### config.mk
export PLATFORM = sky130hd
export DESIGN_NAME = ram_arbiter_flat
export DESIGN_NICKNAME = d
export VERILOG_FILES = /design/src/rtl/ram_arbiter_if.sv /design/src/rtl/ram_arbiter.sv /design/src/flat_wrapper.sv
export SDC_FILE = /design/constraint.sdc
export NUM_CORES = 1
export LEC_CHECK = 0
export ABC_AREA = 1
export BUFFER_PORTS_ARGS = -buffer_cell sky130_fd_sc_hd__buf_4
export CAP_MARGIN = 20
export CORE_MARGIN = 2
export CORE_UTILIZATION = 25
export CTS_CLUSTER_DIAMETER = 60
export DETAILED_ROUTE_END_ITERATION = 7
export PLACE_DENSITY = 0.79
export SYNTH_ARGS = -nofsm -noshare
export SYNTH_HDL_FRONTEND = slang
export SYNTH_SLANG_ARGS = --single-unit
export TNS_END_PERCENT = 20
### constraint.sdc
create_clock -name clock -period 1.7 [get_ports clock]
set_input_delay 0.34 -clock clock [delete_from_list [all_inputs] [get_ports clock]]
set_output_delay 0.34 -clock clock [all_outputs]
set_load 0.05 [all_outputs]
### src/rtl/ram_arbiter_if.sv
// Request-side bundle for one ram_arbiter port: valid/ready handshake,
// write/lock qualifiers, address/write data, and the read-return pair.
interface ram_arbiter_if #(
    parameter int unsigned addr_bits  = 16,
    parameter int unsigned data_width = 8
);
    logic                  valid;
    logic                  write;
    logic                  lock;
    logic [addr_bits-1:0]  address;
    logic [data_width-1:0] wdata;
    logic                  ready;
    logic                  rvalid;
    logic [data_width-1:0] rdata;

    modport master (
        output valid, write, lock, address, wdata,
        input  ready, rvalid, rdata
    );

    modport slave (
        input  valid, write, lock, address, wdata,
        output ready, rvalid, rdata
    );
endinterface

### src/rtl/ram_arbiter.sv
// ram_arbiter: shares one single-port synchronous RAM (1-cycle registered read)
// between requester port 0 (CPU data) and port 1 (fetch/loader).
// Round-robin arbitration in IDLE; a lock keeps the RAM with one port for RMW.
// Build option: RAM_ARB_FIXED_PRIORITY_EN makes port 0 win every IDLE contest
// (last_grant is still tracked but does not affect the grant).
module ram_arbiter #(
    parameter int unsigned addr_bits  = 16,
    parameter int unsigned data_width = 8
) (
    input  logic                  clock,
    input  logic                  reset_n,
    ram_arbiter_if.slave          req0,
    ram_arbiter_if.slave          req1,
    output logic                  ram_write_enable,
    output logic [addr_bits-1:0]  ram_address,
    output logic [data_width-1:0] ram_data_in,
    input  logic [data_width-1:0] ram_data_out
);

    typedef enum logic {
        IDLE,
        LOCKED
    } state_t;

    state_t state;
    state_t state_next;

    logic       last_grant;
    logic       lock_owner;
    logic [1:0] rvalid_q;

    logic       grant_valid;
    logic       grant_port;
    logic       sel_write;
    logic       sel_lock;

    // State register; reset drops any held lock.
    always_ff @(posedge clock or negedge reset_n) begin
        if (!reset_n) begin
            state <= IDLE;
        end else begin
            state <= state_next;
        end
    end

    // Grant selection and next state; nothing is granted while reset is low.
    always_comb begin
        grant_valid = 1'b0;
        grant_port  = 1'b0;
        state_next  = state;
        case (state)
            IDLE: begin
                if (req0.valid && req1.valid) begin
                    grant_valid = 1'b1;
`ifdef RAM_ARB_FIXED_PRIORITY_EN
                    grant_port  = 1'b0;
`else
                    grant_port  = ~last_grant;
`endif
                end else if (req0.valid) begin
                    grant_valid = 1'b1;
                    grant_port  = 1'b0;
                end else if (req1.valid) begin
                    grant_valid = 1'b1;
                    grant_port  = 1'b1;
                end
            end
            LOCKED: begin
                grant_port  = lock_owner;
                grant_valid = lock_owner ? req1.valid : req0.valid;
            end
            default: begin
                state_next = IDLE;
            end
        endcase
        if (!reset_n) begin
            grant_valid = 1'b0;
        end
        if (grant_valid) begin
            state_next = (grant_port ? req1.lock : req0.lock) ? LOCKED : IDLE;
        end
    end

    // Request fields of the granted port (port 0 when nothing is granted in IDLE).
    assign sel_write        = grant_port ? req1.write : req0.write;
    assign sel_lock         = grant_port ? req1.lock  : req0.lock;
    assign ram_address      = grant_port ? req1.address : req0.address;
    assign ram_data_in      = grant_port ? req1.wdata   : req0.wdata;
    assign ram_write_enable = grant_valid & sel_write;

    assign req0.ready  = grant_valid & ~grant_port;
    assign req1.ready  = grant_valid &  grant_port;
    assign req0.rvalid = rvalid_q[0];
    assign req1.rvalid = rvalid_q[1];
    assign req0.rdata  = ram_data_out;
    assign req1.rdata  = ram_data_out;

    // Fairness pointer, lock owner and one-cycle read-return flags.
    always_ff @(posedge clock or negedge reset_n) begin
        if (!reset_n) begin
            last_grant <= 1'b1;
            lock_owner <= 1'b0;
            rvalid_q   <= '0;
        end else begin
            rvalid_q <= '0;
            if (grant_valid) begin
                last_grant <= grant_port;
                if (!sel_write) begin
                    rvalid_q[grant_port] <= 1'b1;
                end
                if (sel_lock) begin
                    lock_owner <= grant_port;
                end
            end
        end
    end

endmodule
### src/flat_wrapper.sv
// flat-port wrapper written by rule: the top's interface ports become plain ports
module ram_arbiter_flat 
#(
    parameter int unsigned addr_bits  = 16,
    parameter int unsigned data_width = 8
)
  (clock, reset_n, ram_write_enable, ram_address, ram_data_in, ram_data_out, req0_valid, req0_write, req0_lock, req0_address, req0_wdata, req0_ready, req0_rvalid, req0_rdata, req1_valid, req1_write, req1_lock, req1_address, req1_wdata, req1_ready, req1_rvalid, req1_rdata);
  ram_arbiter_if #(.addr_bits(addr_bits), .data_width(data_width)) req0_i ();
  ram_arbiter_if #(.addr_bits(addr_bits), .data_width(data_width)) req1_i ();
  input  logic clock;
  input  logic reset_n;
  output logic ram_write_enable;
  output logic [addr_bits-1:0] ram_address;
  output logic [data_width-1:0] ram_data_in;
  input  logic [data_width-1:0] ram_data_out;
  input wire logic [$bits(req0_i.valid)-1:0] req0_valid;
  input wire logic [$bits(req0_i.write)-1:0] req0_write;
  input wire logic [$bits(req0_i.lock)-1:0] req0_lock;
  input wire logic [$bits(req0_i.address)-1:0] req0_address;
  input wire logic [$bits(req0_i.wdata)-1:0] req0_wdata;
  output wire logic [$bits(req0_i.ready)-1:0] req0_ready;
  output wire logic [$bits(req0_i.rvalid)-1:0] req0_rvalid;
  output wire logic [$bits(req0_i.rdata)-1:0] req0_rdata;
  input wire logic [$bits(req1_i.valid)-1:0] req1_valid;
  input wire logic [$bits(req1_i.write)-1:0] req1_write;
  input wire logic [$bits(req1_i.lock)-1:0] req1_lock;
  input wire logic [$bits(req1_i.address)-1:0] req1_address;
  input wire logic [$bits(req1_i.wdata)-1:0] req1_wdata;
  output wire logic [$bits(req1_i.ready)-1:0] req1_ready;
  output wire logic [$bits(req1_i.rvalid)-1:0] req1_rvalid;
  output wire logic [$bits(req1_i.rdata)-1:0] req1_rdata;
  assign req0_i.valid = req0_valid;
  assign req0_i.write = req0_write;
  assign req0_i.lock = req0_lock;
  assign req0_i.address = req0_address;
  assign req0_i.wdata = req0_wdata;
  assign req0_ready = req0_i.ready;
  assign req0_rvalid = req0_i.rvalid;
  assign req0_rdata = req0_i.rdata;
  assign req1_i.valid = req1_valid;
  assign req1_i.write = req1_write;
  assign req1_i.lock = req1_lock;
  assign req1_i.address = req1_address;
  assign req1_i.wdata = req1_wdata;
  assign req1_ready = req1_i.ready;
  assign req1_rvalid = req1_i.rvalid;
  assign req1_rdata = req1_i.rdata;
  ram_arbiter #(.addr_bits(addr_bits), .data_width(data_width)) u_core (.clock(clock), .reset_n(reset_n), .req0(req0_i), .req1(req1_i), .ram_write_enable(ram_write_enable), .ram_address(ram_address), .ram_data_in(ram_data_in), .ram_data_out(ram_data_out));
endmodule
==> results of run 1 <==
## per-stage QoR
step	setup WS, ps	total power, mW	area [um2]
after floorplan	-1.024	1.907	747.0
after global placement	64.58	2.376	1274
after detailed placement	55.37	2.387	1274
after CTS	-143.2	2.828	1445
after global routing	-239.4	2.999	1449
final	-123.5	2.815	1449
## final timing paths
kind / cells past startpoint / startpoint / slack, ps / to
max: 8 / u_core.state / -120 / ram_write_enable
min: 1 / reset_n / 60 / u_core.last_grant
max reg2reg: 7 / u_core.last_grant / 450 / u_core.lock_owner
min reg2reg: 2 / u_core.last_grant / 530 / u_core.last_grant
max in group asynchronous: 2 / reset_n / 1010 / u_core.rvalid_q[0]
min in group clock: 2 / req1_write / 270 / u_core.rvalid_q[1]
## Yosys cell counts
library cell / count / area, um2
a21oi_1: 1 / 5.000
inv_1: 3 / 11.26
nand2_1: 82 / 307.8
dfstp_2: 1 / 26.28
buf_4: 18 / 135.1
nand2_2: 4 / 25.02
nand2_4: 1 / 11.26
nor2_1: 2 / 7.510
inv_8: 1 / 11.26
nor3_1: 2 / 10.01
nor2_2: 1 / 6.260
buf_6: 2 / 22.52
nor2_4: 2 / 22.52
dfrtp_1: 4 / 100.1
nand2_8: 1 / 20.02
nand3_1: 2 / 10.01
## cell type report
class | instances | area (um2) | share of cell area (%)
tap | 31 | 38.79 | 2.677
clock buffer | 4 | 26.28 | 1.813
inverter | 4 | 27.53 | 1.900
timing repair buffer | 90 | 787.0 | 54.32
multi-input combinational | 98 | 442.9 | 30.57
sequential | 5 | 126.4 | 8.722
## registers in the layout, indices dropped and copies added (netlist names)
name               flops
u_core.rvalid_q        2
u_core.last_grant      1
u_core.lock_owner      1
u_core.state           1
## power by group through the flow
stage | clock network [mW] | logic [mW] | registers [mW]
global placement | 0 | 2.17 | 0.202
global route | 0.153 | 2.63 | 0.212
floorplan | 0 | 1.68 | 0.222
detailed placement | 0 | 2.18 | 0.206
finish | 0.136 | 2.47 | 0.207
CTS | 0.142 | 2.48 | 0.208
## cell families (layout without fill, tap and decap cells)
group / after synthesis / after routing / synth area share, %
flops: 5 / 5 / 17.27
buf+inv: 24 / 98 / 24.62
simple gates: 97 / 97 / 57.44
compound gates: 1 / 1 / 0.6831
## what timing repair did
action / CTS / global route
buffers inserted: 3 / 0
hold buffers: 1 / 0
gates resized for setup: 30 / 1
endpoints found under the setup margin: 27 / 27
hold endpoints to repair: 4 / 0
pin swaps: 5 / 2
## metal layers
layer	wire, um	global-route usage, %	part of all wire, %	vias up
li1	-	-	-	510
met5	0	0	0	-
met2	1223	27.27	52	56
met3	237	3.125	10	10
met4	43	6.645	1.8	0
met1	832	14.09	36	420
==> reports/qor.yml, run 1 <==
crit_required_ps: 1360
setup_viol: 27
die_width_um: 58.11
min_path_type: "in2async"
endpoint_kind: "output port"
grt_setup_unrepaired: "true"
crit_chain: "nand2_2 -> nand2_2 -> nand2_2 -> nand2_4 -> nor2_4 -> nand2_2 -> nand2_4 -> buf_8"
drive_gt1_share_pct: 53.73
grt_pass1_vias: 958
p_int_mw: 1.123
grt_remaining_overflow: 0
dp_hpwl_um: 1821
failed_checks: "negative setup slack"
yosys_warnings: 0
portBuffers: 84
fin_setup_tns_ps: -2151
synth_cell_type_count: 16
core_area_um2: 2758
critPathLaunchType: "register"
layout.nets: 266
final_cell_count_no_fill: 232
dp.cells: 224
grtUsageTotal_pct: 14.13
p_leak_nw: 0.8532
final_cell_mix: "nand2_1 (77), buf_4 (62), buf_6 (25), nand2_2 (8), dfrtp_1 (4)"
insertedDiodeCount: 0
synth_nets: 191
whs_ps: 63.93
gp_congestion: 0.7764
cts.htree.levels: 1
slew_violations: 0
die_h_um: 58.11
worst_slack_ps: -123.5
max_slew_margin_pct: 86.76
antenna_found_initial: 0
grt_start_max_net_pins: 28
antenna_left: 0
utilization_pct: 52.54
cts_root_buffer: "clkbuf_4"
outcome: "complete, but fails checks"
area.growth.synth_to_final_pct: 97.95
start_util_pct: 26.54
slowest_stage: "dfrtp_1"
pwr-share-seq_pct: 7.4
finalCritPeriodShare_pct: 107.3
numCtsBuffers: 3
routedWlPerCell_um: 10.07
netlist_area_um2: 732.0
io_pins: 109
cap_violations: 0
clk_pin_slew_ps: 40
critPathTopFamily: "simple AND/OR/NAND/NOR gates"
syn_area_per_cell_um2: 5.763
fmax_mhz: 548.4
cpPeakStageDelay_ps: 420
yosysSeqAreaShare_pct: 17.26
worstPathArrival_ps: 1480
clock_skew_ps: 0.1959
n_fill_cell: 282
dr.first_iter.drc_count: 33
final_hold_viol_count: 0
switching_share_pct: 60.12
p_switching_mw: 1.692
critPathKind: "reg2out"
first_pass_iters: 2
layout_commonest_cell: "nand2_1"
via_count: 996
dieArea_um2: 3377
ys_seq_elements: 5
period_needed_ps: 1823
combPwrFrac_pct: 87.8
tightest_slew_ps: 198.0
via_per_inst: 4.293
pwr-share-clk_pct: 4.8
path_max_fanout: 5
synthCells: 127
clock_latency_ps: 240
cts_max_path_buffers: 2
clock_sinks: 5
wirelength_um: 2336
cp_common_cell: "nand2_2"
std_cell_rows: 19
ir_drop_mv: 1.526
drc: 0
powerDensity_nw_per_um2: 1943
cp_num_buf_inv: 1
grt_pass1_wl_um: 3760
cts_tree: "yes"
Power figures use the tool's default switching activity.
==> run 2, diff against run 1 <==
ABC_AREA = 0   (was 1)
==> run 2 against run 1 <==
The run still ends with negative setup slack left. Power decreased by 15%. Routed wire length increased by 19%. Utilization increased by 1.3 points. Clock skew about the same. Synthesized area increased by 0.51%. Flip-flop and latch count unchanged. Clock power increased by 5%. Die area increased by 0.47%. Maximum frequency decreased by 13%. Critical path depth decreased by 3. Critical path type unchanged.
==> reports/qor.yml, run 2 <==
outcome: "complete, but fails checks"
failed_checks: "negative setup slack"
std_cell_rows: 19  # unchanged
cts_root_buffer: "clkbuf_4"
cap_violations: 0  # unchanged
clock_skew_ps: 0.3733  # +0.1774 ps
ys_seq_elements: 5  # unchanged
start_util_pct: 26.45  # -0.092 points
clock_latency_ps: 240  # about the same
grtUsageTotal_pct: 16.64  # +2.5 points
yosys_warnings: 0  # unchanged
clk_pin_slew_ps: 50  # about the same
synth_area_leaders: "mux2_2 (21%), mux2_4 (20%), buf_4 (17%)"
critPathLaunchType: "register"
grt_setup_unrepaired: "true"
fmax_mhz: 476.6  # -13%
routedWlPerCell_um: 15.47  # +54%
n_fill_cell: 248  # -12%
grt_pass1_wl_um: 4181  # +11%
final_cell_count_no_fill: 179  # -23%
drc: 0  # unchanged
crit_required_ps: 1360  # about the same
insertedDiodeCount: 0  # unchanged
largest_reg_flops: 2  # unchanged
io_pins: 109  # unchanged
synthCells: 68  # -46%
critPathKind: "reg2out"
synth_top_area_cell: "mux2_2"
die_h_um: 58.25  # +0.23%
portBuffers: 84  # unchanged
synth_edf_count: 0  # unchanged
setup_viol: 27  # unchanged
worstPathArrival_ps: 1760  # +280 ps
tightest_slew_ps: 238.1  # +40.07 ps
via_count: 859  # -14%
p_leak_nw: 0.7793  # -8.7%
cts_max_path_buffers: 2  # unchanged
core_area_um2: 2781  # +0.86%
dr.first_iter.drc_count: 17  # -48%
endpoint_kind: "output port"
slew_violations: 0  # unchanged
synth_common_cells: "buf_4 (17), mux2_2 (14), mux2_4 (10)"
via_per_inst: 4.799  # +12%
area.growth.synth_to_final_pct: 103.4
cp-startpoint: "u_core.last_grant"
layout_commonest_cell: "buf_4"
antenna_left: 0  # unchanged
wirelength_um: 2770  # +19%
gp_congestion: 0.7850  # +1.1%
yosys.cell_count.top_type: "buf_4"
final_hold_viol_count: 0  # unchanged
yosysSeqAreaShare_pct: 17.18  # -0.088 points
synth_cell_type_count: 23  # +7
layout.nets: 213  # -20%
period_needed_ps: 2098  # +274.8 ps
dieArea_um2: 3392  # +0.47%
max_slew_margin_pct: 84.08  # -2.7 points
synth_flop_cell: "dfrtp_1"
place_area_um2: 1321  # +3.7%
async_flop_share_pct: 100.0  # unchanged
top_register: "u_core.rvalid_q"
grt_remaining_overflow: 0  # unchanged
numCtsBuffers: 3  # unchanged
cts.htree.levels: 1  # unchanged
final_cell_mix: "buf_4 (65), buf_6 (29), mux2_2 (13), mux2_4 (11)"
clock_sinks: 5  # unchanged
antenna_found_initial: 0  # unchanged
utilization_pct: 53.80  # +1.3 points
dp.cells: 173  # -23%
syn_area_per_cell_um2: 10.82  # +88%
die_width_um: 58.25  # +0.23%
grt_pass1_vias: 992  # +3.5%
cts_tree: "yes"
path_max_fanout: 16  # +11
design_area_um2: 1496  # +3.3%
synth_nets: 132  # -31%
finalCritPeriodShare_pct: 123.4  # +16 points
timing.rr.start: "u_core.last_grant"
worst_slack_ps: -398.3  # -274.8 ps
min_path_type: "in2async"
powerDensity_nw_per_um2: 1603  # -17%
dp_hpwl_um: 2158  # +19%
netlist_area_um2: 735.7  # +0.51%
drive_gt1_share_pct: 89.86  # +36 points
first_pass_iters: 4  # +2
ir_drop_mv: 1.142  # -25%
grt_start_max_net_pins: 17  # -39%
synth_top_area_share_pct: 21.43  # -21 points
## run 2: cell count changes in the layout (fill, tap and decap cells not counted), moves of 3 or more
cell     change
nand2_1     -76
mux2_2      +13
mux2_4      +11
nand2_2      -7
buf_6        +4
buf_4        +3
## run 2: cell families (layout without fill, tap and decap cells)
family / Yosys count / after routing / share of synthesized area (%)
and+or+nand+nor: 9 / 9 / 6.295
buffers and inverters: 20 / 100 / 22.11
AOI/OAI and AO/OA: 8 / 8 / 9.863
muxes: 26 / 26 / 44.56
DFF: 5 / 5 / 17.18
## run 2: per-stage QoR
step | hold WS, ps | TNS (ps) | power, mW | setup slack [ps]
4_1_cts | 42.97 | -10020 | 2.375 | -403.8
3_5_place_dp | 159.6 | -5300 | 2.009 | -232.2
5_1_grt | 31.43 | -12150 | 2.492 | -490.8
6_report | 52.65 | -9758 | 2.399 | -398.3
2_1_floorplan | 44.41 | -489.7 | 1.654 | -57.12
3_3_place_gp | 153.6 | -4699 | 1.981 | -202.2
## run 2: area by class of cell
cell class | count | area, um2 | share of cell area (%)
Clock buffer | 4 | 26.28 | 1.756
Sequential cell | 5 | 127.6 | 8.528
Multi-Input combinational cell | 43 | 475.5 | 31.77
Timing Repair Buffer | 95 | 824.5 | 55.10
Tap cell | 31 | 38.79 | 2.592
Inverter | 1 | 3.754 | 0.2508
## run 2: final timing paths
path,cells past startpoint,end,slack (ps)
max reg2reg,6,u_core.lock_owner,150
min in group clock,2,u_core.rvalid_q[1],280
min reg2reg,2,u_core.last_grant,470
max,5,ram_address[1],-400
max in group asynchronous,2,u_core.state,970
min,1,u_core.last_grant,50
## run 2: worst max-delay path, stage by stage, from the launching register on
cell	delay [ps]
dfstp_2	530
nand2_2	60
a22oi_2	170
buf_6	210
mux2_2	370
buf_6	160
## run 2: layer usage
layer	wire length (um)	GRT usage (%)	vias up	part of all wire [%]
met5	0	0	-	0
met4	87	8.970	0	3.1
met3	375	6.473	10	14
met2	1503	33.28	88	54
met1	803	13.50	374	29
li1	-	-	387	-
## run 2: power by group
part	switching (mW)	total (mW)	internal, mW
Sequential	0.0441	0.215	0.171
Clock	0.0538	0.143	0.0891
Combinational	1.15	2.04	0.895
## run 2: repair_timing
item	CTS	global route
hold buffers	1	0
resized for setup	33	2
pin swaps	1	0
gates cloned	0	0
setup endpoints to repair	27	27
buffers inserted	1	0
endpoints found under the hold margin	4	0
==> run 3, diff against run 2 <==
ABC_AREA = 1   (was 0)
CORE_UTILIZATION = 29   (was 25)
PLACE_DENSITY = 0.88   (was 0.79)
==> run 3 against run 2 <==
The flow still finishes with violations (negative setup slack). Register-to-register slack improved by 290 ps. Critical path depth rose by 2. Cell count increased by 27%. Highest routed layer unchanged.
==> reports/qor.yml, run 3 (synthesis gave the netlist of run 1 again) <==
powerDensity_nw_per_um2: 1950  # +22%
antenna_found_initial: 0  # unchanged
dr.first_iter.drc_count: 6  # -11
grtUsageTotal_pct: 16.26  # -0.39 points
utilization_pct: 59.47  # +5.7 points
via_per_inst: 4.439  # -7.5%
ir_drop_mv: 1.263  # +11%
layout.nets: 263  # +23%
dieArea_um2: 2942  # -13%
drc: 0  # unchanged
grt_setup_unrepaired: "true"
switching_share_pct: 60.60  # +8.8 points
period_needed_ps: 1844  # -254.0 ps
area.growth.synth_to_final_pct: 97.61
via_count: 1012  # +18%
dp_hpwl_um: 1826  # -15%
wirelength_um: 2420  # -13%
largest_reg_flops: 2  # unchanged
die_h_um: 54.24  # -6.9%
outcome: "complete, but fails checks"
worstPathArrival_ps: 1500  # -260 ps
portBuffers: 84  # unchanged
cap_violations: 0  # unchanged
p_int_mw: 1.111  # -3.8%
slew_violations: 0  # unchanged
clock_skew_ps: 4.533  # +4.159 ps
insertedDiodeCount: 0  # unchanged
path_max_fanout: 23  # +7
top_register: "u_core.rvalid_q"
combPwrFrac_pct: 87.0  # +1.9 points
cts.htree.levels: 1  # unchanged
multiInputGateArea_um2: 457.9  # -3.7%
n_fill_cell: 231  # -6.9%
std_cell_rows: 18  # -1
io_pins: 109  # unchanged
finalCritPeriodShare_pct: 108.5  # -15 points
gp_congestion: 0.7502  # -4.4%
cts_tree: "yes"
grt_pass1_wl_um: 3498  # -16%
pwr-share-clk_pct: 4.9  # -1.1 points
pwr-share-seq_pct: 8.1  # -0.9 points
start_util_pct: 30.09  # +3.6 points
crit_required_ps: 1360  # about the same
final_hold_viol_count: 0  # unchanged
endpoint_kind: "output port"
p_switching_mw: 1.709  # +37%
drive_gt1_share_pct: 53.54  # -36 points
min_path_type: "in2async"
max_slew_margin_pct: 86.43  # +2.4 points
final_cell_count_no_fill: 228  # +27%
setup_viol: 26  # -3.7%
first_pass_iters: 4  # unchanged
dp.cells: 222  # +28%
critPathKind: "reg2out"
critPathLaunchType: "register"
routedWlPerCell_um: 10.61  # -31%
cts_root_buffer: "clkbuf_4"
grt_remaining_overflow: 0  # unchanged
p_leak_nw: 0.8495  # +9.0%
final_cell_mix: "nand2_1 (77), buf_4 (59), buf_6 (25), nand2_2 (6), nand2_4 (4)"
die_width_um: 54.24  # -6.9%
antenna_left: 0  # unchanged
regArea_um2: 127.6  # unchanged
clk_pin_slew_ps: 40  # about the same
worst_slack_ps: -144.3  # +254.0 ps
clock_latency_ps: 240  # about the same
cts_max_path_buffers: 2  # unchanged
core_area_um2: 2432  # -13%
fmax_mhz: 542.2  # +14%
tightest_slew_ps: 202.0  # -36.07 ps
rrSetupSlack_ps: 440  # +290 ps
numCtsBuffers: 3  # unchanged
place_ws_ps: 62.87  # +295.0 ps
failed_checks: "negative setup slack"
layout_commonest_cell: "nand2_1"
clock_sinks: 5  # unchanged
finalPower_mw: 2.820  # +18%
grt_start_max_net_pins: 28  # +11
grt_pass1_vias: 887  # -11%
-- run 3: cell types whose count changed in the layout (fill, tap and decap cells not counted), sizes merged, moves of 2 or more --
cell   delta
buf       -8
mux2     -24
nor2      +2
nand3     +2
inv       +3
mux2i     -2
nand2    +86
a22o      -2
-- run 3: layout make-up --
cell class,instances,area share (%)
Tap cell,30,2.595
Multi-Input combinational cell,98,31.66
Sequential cell,5,8.823
Inverter,4,1.903
Clock buffer,4,1.817
Timing Repair Buffer,87,53.20
-- run 3: worst paths after layout --
| path | from | to | cells past startpoint |
|---|---|---|---|
| worst max register to register | u_core.last_grant | u_core.lock_owner | 7 |
| worst min-delay path | reset_n | u_core.last_grant | 1 |
| max in group asynchronous | reset_n | u_core.state | 2 |
| worst max-delay path | u_core.state | ram_address[5] | 7 |
| worst min register to register | u_core.last_grant | u_core.last_grant | 2 |
| min in group clock | req1_write | u_core.rvalid_q[1] | 2 |
-- run 3: critical path: stages (launching register included) --
cell and delay, ps:
dfrtp_2 450, nor2_4 120, nand2_4 80, nand2_8 120, buf_12 160, nand2_1 70, nand2_1 90, buf_6 160
-- run 3: power by group through the flow --
stage          Clock [mW]  Combinational, mW  Sequential, mW
2_1_floorplan           0               1.68           0.222
3_3_place_gp            0               2.17           0.204
3_5_place_dp            0               2.19           0.210
4_1_cts             0.142               2.46           0.212
5_1_grt             0.157               2.61           0.236
6_report            0.138               2.45           0.229
-- run 3: repair_timing --
item,in CTS,in global routing
pin swaps,22,3
setup endpoints to repair,27,27
gates resized for setup,30,3
endpoints found under the hold margin,4,0
hold buffers,1,0
setup buffers,1,0
cloned,0,0
-- run 3: metal layers --
layer | track usage [%] | wire, um | vias up
li1 | - | - | 511
met3 | 4.918 | 212 | 10
met4 | 6.667 | 59 | 0
met2 | 30.52 | 1322 | 56
met5 | 0 | 0 | -
met1 | 16.47 | 826 | 435
-- run 3: metrics by stage --
step           cell area, um2  setup TNS [ps]  hold slack, ps
4_1_cts                  1435           -3052           50.86
3_5_place_dp             1277               0           159.8
5_1_grt                  1446           -4935           50.31
6_report                 1446           -2720           54.89
3_3_place_gp             1277               0           159.4
2_1_floorplan           747.0          -1.024           44.41
